## src/rtl/cpu_ctrl_pkg.sv

```systemverilog
// Shared definitions for the multi-cycle CPU control path: state codes,
// opcodes, datapath select encodings and the packed control vector.
package cpu_ctrl_pkg;

  localparam int unsigned STATE_W = 4;
  localparam int unsigned OP_W    = 6;
  localparam int unsigned CNT_W   = 32;

  typedef enum logic [STATE_W-1:0] {
    S_FETCH     = 4'd0,
    S_DECODE    = 4'd1,
    S_MEM_ADDR  = 4'd2,
    S_MEM_READ  = 4'd3,
    S_LW_WB     = 4'd4,
    S_MEM_WRITE = 4'd5,
    S_EXECUTE   = 4'd6,
    S_R_WB      = 4'd7,
    S_BRANCH    = 4'd8,
    S_JUMP      = 4'd9,
    S_ADDI_EXEC = 4'd10,
    S_ADDI_WB   = 4'd11
  } state_t;

  localparam logic [OP_W-1:0] OP_RTYPE = 6'h00;
  localparam logic [OP_W-1:0] OP_LW    = 6'h23;
  localparam logic [OP_W-1:0] OP_SW    = 6'h2B;
  localparam logic [OP_W-1:0] OP_BEQ   = 6'h04;
  localparam logic [OP_W-1:0] OP_J     = 6'h02;
  localparam logic [OP_W-1:0] OP_ADDI  = 6'h08;

  localparam logic [1:0] PC_SRC_ALU    = 2'b00;
  localparam logic [1:0] PC_SRC_ALUOUT = 2'b01;
  localparam logic [1:0] PC_SRC_JUMP   = 2'b10;

  localparam logic [1:0] ALUB_RT     = 2'b00;
  localparam logic [1:0] ALUB_FOUR   = 2'b01;
  localparam logic [1:0] ALUB_IMM    = 2'b10;
  localparam logic [1:0] ALUB_IMM_SH = 2'b11;

  localparam logic [1:0] ALUOP_ADD   = 2'b00;
  localparam logic [1:0] ALUOP_SUB   = 2'b01;
  localparam logic [1:0] ALUOP_FUNCT = 2'b10;

  typedef struct packed {
    logic       pc_write;
    logic       pc_write_cond;
    logic [1:0] pc_source;
    logic       i_or_d;
    logic       mem_read;
    logic       mem_write;
    logic       ir_write;
    logic       mem_to_reg;
    logic       reg_dst;
    logic       reg_write;
    logic       alu_src_a;
    logic [1:0] alu_src_b;
    logic [1:0] alu_op;
  } ctrl_t;

  // True for the opcodes this sequencer knows how to execute.
  function automatic logic op_is_legal(input logic [OP_W-1:0] op);
    case (op)
      OP_RTYPE, OP_LW, OP_SW, OP_BEQ, OP_J, OP_ADDI: op_is_legal = 1'b1;
      default:                                       op_is_legal = 1'b0;
    endcase
  endfunction

endpackage

```

## src/rtl/ctrl_output_decode.sv

```systemverilog
// Combinational Moore decode of the current state into the datapath control
// vector. mem_ready only gates the IR/PC load at the end of a fetch.
//   state     : current sequencer state
//   mem_ready : memory has completed the current access
//   ctrl      : control vector (all fields zero unless the state sets them)
module ctrl_output_decode
  import cpu_ctrl_pkg::*;
(
  input  state_t state,
  input  logic   mem_ready,
  output ctrl_t  ctrl
);

  always_comb begin
    ctrl = '0;
    case (state)
      S_FETCH: begin
        ctrl.mem_read  = 1'b1;
        ctrl.alu_src_b = ALUB_FOUR;
        ctrl.alu_op    = ALUOP_ADD;
        ctrl.pc_source = PC_SRC_ALU;
        ctrl.ir_write  = mem_ready;
        ctrl.pc_write  = mem_ready;
      end
      S_DECODE: begin
        // Branch target computed speculatively while the opcode is decoded.
        ctrl.alu_src_b = ALUB_IMM_SH;
        ctrl.alu_op    = ALUOP_ADD;
      end
      S_MEM_ADDR: begin
        ctrl.alu_src_a = 1'b1;
        ctrl.alu_src_b = ALUB_IMM;
        ctrl.alu_op    = ALUOP_ADD;
      end
      S_MEM_READ: begin
        ctrl.mem_read = 1'b1;
        ctrl.i_or_d   = 1'b1;
      end
      S_LW_WB: begin
        ctrl.reg_write  = 1'b1;
        ctrl.mem_to_reg = 1'b1;
      end
      S_MEM_WRITE: begin
        ctrl.mem_write = 1'b1;
        ctrl.i_or_d    = 1'b1;
      end
      S_EXECUTE: begin
        ctrl.alu_src_a = 1'b1;
        ctrl.alu_src_b = ALUB_RT;
        ctrl.alu_op    = ALUOP_FUNCT;
      end
      S_R_WB: begin
        ctrl.reg_write = 1'b1;
        ctrl.reg_dst   = 1'b1;
      end
      S_BRANCH: begin
        ctrl.alu_src_a     = 1'b1;
        ctrl.alu_src_b     = ALUB_RT;
        ctrl.alu_op        = ALUOP_SUB;
        ctrl.pc_write_cond = 1'b1;
        ctrl.pc_source     = PC_SRC_ALUOUT;
      end
      S_JUMP: begin
        ctrl.pc_write  = 1'b1;
        ctrl.pc_source = PC_SRC_JUMP;
      end
      S_ADDI_EXEC: begin
        ctrl.alu_src_a = 1'b1;
        ctrl.alu_src_b = ALUB_IMM;
        ctrl.alu_op    = ALUOP_ADD;
      end
      S_ADDI_WB: begin
        ctrl.reg_write = 1'b1;
      end
      default: ctrl = '0;
    endcase
  end

endmodule

```

## src/rtl/multicycle_control.sv

```systemverilog
// Multi-cycle control sequencer for the MIPS-subset CPU. Holds the state
// register, next-state logic and retired-instruction counter; control
// outputs are the Moore decode of the state, forced low while rst is high.
//   clk, rst        : clock, synchronous active-high reset
//   instr_op        : IR[31:26], used in DECODE and MEM_ADDR
//   mem_ready       : memory access complete (FETCH, MEM_READ, MEM_WRITE)
//   pc_write .. alu_op : datapath mux selects and enables
//   illegal_op      : unknown opcode seen in DECODE
//   state           : current state code (debug)
//   instr_retired   : completed-instruction count, wraps
module multicycle_control
  import cpu_ctrl_pkg::*;
(
  input  logic        clk,
  input  logic        rst,
  input  logic [5:0]  instr_op,
  input  logic        mem_ready,
  output logic        pc_write,
  output logic        pc_write_cond,
  output logic [1:0]  pc_source,
  output logic        i_or_d,
  output logic        mem_read,
  output logic        mem_write,
  output logic        ir_write,
  output logic        mem_to_reg,
  output logic        reg_dst,
  output logic        reg_write,
  output logic        alu_src_a,
  output logic [1:0]  alu_src_b,
  output logic [1:0]  alu_op,
  output logic        illegal_op,
  output logic [3:0]  state,
  output logic [31:0] instr_retired
);

  state_t             state_q;
  logic [CNT_W-1:0]   retired_q;
  ctrl_t              dec_ctrl;
  ctrl_t              ctrl;
  logic               retire;

  ctrl_output_decode u_decode (
    .state     (state_q),
    .mem_ready (mem_ready),
    .ctrl      (dec_ctrl)
  );

  // Final states that hand back to FETCH complete an instruction.
  always_comb begin
    retire = 1'b0;
    case (state_q)
      S_LW_WB, S_R_WB, S_BRANCH, S_JUMP, S_ADDI_WB: retire = 1'b1;
      S_MEM_WRITE:                                  retire = mem_ready;
      default:                                      retire = 1'b0;
    endcase
  end

  // State register, next-state logic and retire counter.
  always_ff @(posedge clk) begin
    if (rst) begin
      state_q   <= S_FETCH;
      retired_q <= '0;
    end else begin
      if (retire) retired_q <= retired_q + CNT_W'(1);
      case (state_q)
        S_FETCH:     if (mem_ready) state_q <= S_DECODE;
        S_DECODE: begin
          case (instr_op)
            OP_LW, OP_SW: state_q <= S_MEM_ADDR;
            OP_RTYPE:     state_q <= S_EXECUTE;
            OP_BEQ:       state_q <= S_BRANCH;
            OP_J:         state_q <= S_JUMP;
            OP_ADDI:      state_q <= S_ADDI_EXEC;
            default:      state_q <= S_FETCH;
          endcase
        end
        S_MEM_ADDR:  state_q <= (instr_op == OP_SW) ? S_MEM_WRITE : S_MEM_READ;
        S_MEM_READ:  if (mem_ready) state_q <= S_LW_WB;
        S_MEM_WRITE: if (mem_ready) state_q <= S_FETCH;
        S_EXECUTE:   state_q <= S_R_WB;
        S_ADDI_EXEC: state_q <= S_ADDI_WB;
        default:     state_q <= S_FETCH;
      endcase
    end
  end

  // Reset suppresses every write in the cycle it is asserted.
  assign ctrl = rst ? '0 : dec_ctrl;

  assign pc_write      = ctrl.pc_write;
  assign pc_write_cond = ctrl.pc_write_cond;
  assign pc_source     = ctrl.pc_source;
  assign i_or_d        = ctrl.i_or_d;
  assign mem_read      = ctrl.mem_read;
  assign mem_write     = ctrl.mem_write;
  assign ir_write      = ctrl.ir_write;
  assign mem_to_reg    = ctrl.mem_to_reg;
  assign reg_dst       = ctrl.reg_dst;
  assign reg_write     = ctrl.reg_write;
  assign alu_src_a     = ctrl.alu_src_a;
  assign alu_src_b     = ctrl.alu_src_b;
  assign alu_op        = ctrl.alu_op;

  assign illegal_op    = !rst && (state_q == S_DECODE) && !op_is_legal(instr_op);
  assign state         = 4'(state_q);
  assign instr_retired = retired_q;

endmodule

```

## config.mk

```make
export PLATFORM = sky130hd
export DESIGN_NAME = multicycle_control
export DESIGN_NICKNAME = d
export VERILOG_FILES = /design/src/rtl/cpu_ctrl_pkg.sv /design/src/rtl/ctrl_output_decode.sv /design/src/rtl/multicycle_control.sv
export SDC_FILE = /design/constraint.sdc
export NUM_CORES = 1
export LEC_CHECK = 0
export ABC_CLOCK_PERIOD_IN_PS = 5900
export CAP_MARGIN = 20
export CORE_MARGIN = 10
export CORE_UTILIZATION = 40
export DETAILED_ROUTE_END_ITERATION = 16
export PLACE_DENSITY_LB_ADDON = 0.25
export RECOVER_POWER = 25
export SETUP_SLACK_MARGIN = 0.5
export SLEW_MARGIN = 15
export SYNTH_ARGS = -nofsm -noshare
export SYNTH_HDL_FRONTEND = slang
export SYNTH_HIERARCHICAL = 1
export SYNTH_SLANG_ARGS = --single-unit
```

## constraint.sdc

```tcl
create_clock -name clk -period 5.9 [get_ports clk]
set_input_delay 1.77 -clock clk [delete_from_list [all_inputs] [get_ports clk]]
set_output_delay 1.77 -clock clk [all_outputs]
set_load 0.005 [all_outputs]
```

==> impl_metrics.json <==
{
  "status": "finished, final reports clean",
  "syn_inst": 291,
  "criticalPathCategory": "input pin to primary output",
  "die_w_um": 94.8,
  "synth_top_cell_by_area": "dfxtp_1",
  "antenna_cells": 0,
  "finalClockSkew_ns": 0.00898,
  "vias_per_cell": 5.27,
  "max_cap_violations": 0,
  "core.rowCount": 27,
  "fin_crit_sh_pct": 85.2,
  "crit_top_cell": "nor4_1",
  "fin_nets": 350,
  "synth_edf_count": 0,
  "synth_top_area_share_pct": 32.2,
  "hold_violations": 0,
  "power.leakage_uw": 0.000987,
  "maxSlewHeadroom_pct": 45.8,
  "worstPathRequired_ns": 4.13,
  "drive_gt1_share_pct": 5.87,
  "arrival_ns": 3.26,
  "multi_input_area_sq_um": 1390,
  "cts.path.max_buffers": 2,
  "synth_common_cells": "dfxtp_1 (36), nor2_1 (34), nor2b_1 (22)",
  "hold_depth": 2,
  "synth_xor_area_share_pct": 8.62,
  "drcViolationCount": 0,
  "ys_dominant_reg_cell": "dfxtp_1",
  "grt_pass1_vias": 2018,
  "crit_slowest_cell": "clkdlybuf4s50_1",
  "r2r_slack_ns": 3.20,
  "r2r-start": "state[1]",
  "slew_viol_final": 0,
  "ys_seq_elements": 36,
  "p_clk_share_pct": 43.6,
  "fin_ws_ns": 0.874,
  "overflow": 0,
  "finalWirelength_mm": 5.78,
  "vias": 2178,
  "sequentialPowerShare_pct": 49.5,
  "post_cts_buffers": 0,
  "cp_cell_sequence": "clkdlybuf4s50_1, or3_1, nor4_1, nor4_1, dlymetal6s2s_1",
  "start_util_pct": 40.9,
  "finalPower_uw": 499,
  "ys_warn_count": 6,
  "grt_use_total_pct": 13.2,
  "whs_endpoint": "instr_retired[26]",
  "drt_iter0_drc": 105,
  "grt_start_max_net_pins": 42,
  "numCtsBuffers": 5,
  "final_antenna_net_count": 0,
  "stdcell_area_sq_um": 2940,
  "synthAdderAreaFrac_pct": 0.560,
  "register_area_sq_um": 721,
  "fmax_mhz": 199,
  "root_buffer": "clkbuf_8",
  "clk_pin_slew_worst_paths_ns": 0.08,
  "drt_pass1_iterations": 4,
  "grt_setup_unrepaired": "false",
  "cellPowerDensity_nw_per_um2": 170,
  "fillers": 542,
  "syn_area_sq_um": 2240,
  "syn_nets": 301,
  "synth_seq_area_share_pct": 32.2,
  "netSwitchingFraction_pct": 22.5,
  "worstHoldPathType": "flip-flop to flip-flop",
  "synth_area_leaders": "dfxtp_1 (32%), xnor2_1 (6.3%), nor2b_1 (6.2%)",
  "core_sq_um": 5470,
  "grt_pass1_wl_mm": 9.69,
  "power_frac_comb_pct": 6.9,
  "clk_latency_ns": 0.30,
  "synth_compound_area_share_pct": 9.18,
  "synthToLayoutAreaGrowth_pct": 31.6,
  "synthArstFlopShare_pct": 0,
  "period_needed_ns": 5.03,
  "cp-end-kind": "primary output",
  "max_stage_delay_ns": 0.47,
  "finish.utilization_pct": 53.8,
  "start_kind": "input pin",
  "synthSimpleGateAreaFrac_pct": 40.2,
  "crit_fanout": 5,
  "cts_tree": "yes",
  "syn_area_per_cell_sq_um": 7.68,
  "ir_worst_vdd_v": 0.000140,
  "gp_congestion": 0.763,
  "clkSinkCount": 36,
  "synth_mux_area_share_pct": 3.41,
  "reg2regPathDepth": 5,
  "power.internal_uw": 387,
  "synth_top_family_by_area": "simple AND/OR/NAND/NOR gates",
  "pin_count": 62,
  "power_switching_uw": 113,
  "dpl_cell_area_sq_um": 2840,
  "htreeDepth": 2,
  "dieArea_sq_um": 8980,
  "drt-wirelength-per-cell_um": 14.0,
  "setup-violations-final": 0,
  "setup_tns_ns": 0,
  "hpwl_mm": 4.17,
  "post-place-ws_ns": 0.549,
  "r2r_end": "instr_retired[21]",
  "antenna_found_initial": 0,
  "die_y_um": 94.8,
  "ys_types": 43,
  "tightest_slew_ns": 0.806,
  "yosysMostFrequentCell": "dfxtp_1",
  "portBuffers": 61,
  "hold_path_startpoint": "instr_retired[26]"
}
-- routing by layer --
metal  global-route usage, %  vias to the layer above  routed length [um]
met3                    5.39                       10                 534
met2                    20.5                       53                2540
met4                    5.36                        0                 121
li1                        -                     1129                   -
met1                    15.7                      986                2580
met5                       0                        -                   0
-- critical path, delay by kind of cell --
family / cells / cell delay (ns)
buffers and inverters: 2 / 0.64
and+or+nand+nor: 3 / 0.84
-- metrics by stage --
| stage | hold slack (ns) | std cells |
|---|---|---|
| final | 0.499 | 413 |
| after global routing | 0.526 | 413 |
| after CTS | 0.500 | 413 |
| after detailed placement | 0.486 | 405 |
| after global placement | 0.485 | 405 |
| after floorplan | 0.480 | 291 |
-- power by group through the flow --
stage / registers (uW) / logic (uW) / clock network [uW]
final: 247 / 34.3 / 218
after global routing: 248 / 38.7 / 235
after global placement: 253 / 34.7 / 0
after detailed placement: 253 / 35.3 / 0
after CTS: 247 / 35.4 / 222
after floorplan: 250 / 21.0 / 0
-- registers in the layout (all words and copies together) (netlist names) --
name and cells:
state 4, instr_retired 32
-- cell families after synthesis --
kind of cell | count (synthesis)
muxes | 7
DFF | 36
and+or+nand+nor | 163
buffers and inverters | 28
xor gates and xnor gates | 22
AOI/OAI and AO/OA | 34
adders and majority gates | 1
-- repair_timing --
item	in CTS	in global routing
hold buffers	0	0
hold endpoints to repair	0	0
gates resized for setup	0	2
setup endpoints to repair	0	2
-- final cells by class --
| type | instances | share of cell area (%) |
|---|---|---|
| clock buffers | 6 | 2.47 |
| clock inverters | 2 | 1.19 |
| inverters | 8 | 1.02 |
| multi-input cells | 227 | 47.1 |
| flip-flops and latches | 36 | 24.5 |
| well taps | 72 | 3.06 |
| repair buffers | 62 | 20.7 |
-- how the worst max path moves through the flow --
stage | from | to
floorplan | instr_op[0] | illegal_op
global placement | mem_ready | pc_write
detailed placement | mem_ready | pc_write
CTS | mem_ready | pc_write
global route | instr_op[1] | illegal_op
finish | instr_op[0] | illegal_op
-- cell usage in the layout, fill, tap and decap left out, types with 3 or more instances in the layout --
cell,n
nor3_1,16
inv_1,8
clkbuf_8,5
o31ai_1,6
nand2b_1,7
or3_1,3
clkdlybuf4s50_1,41
mux2_2,5
and2_1,4
xor2_1,6
nor2_1,34
nor3b_1,3
nor4_1,14
xnor2_1,16
nand2_1,20
dlygate4sd3_1,17
o21ai_0,6
or4_1,6
a21oi_1,14
nand4_1,7
nand3_1,13
nor2b_1,22
dfxtp_1,36
Power figures use the tool's default switching activity.
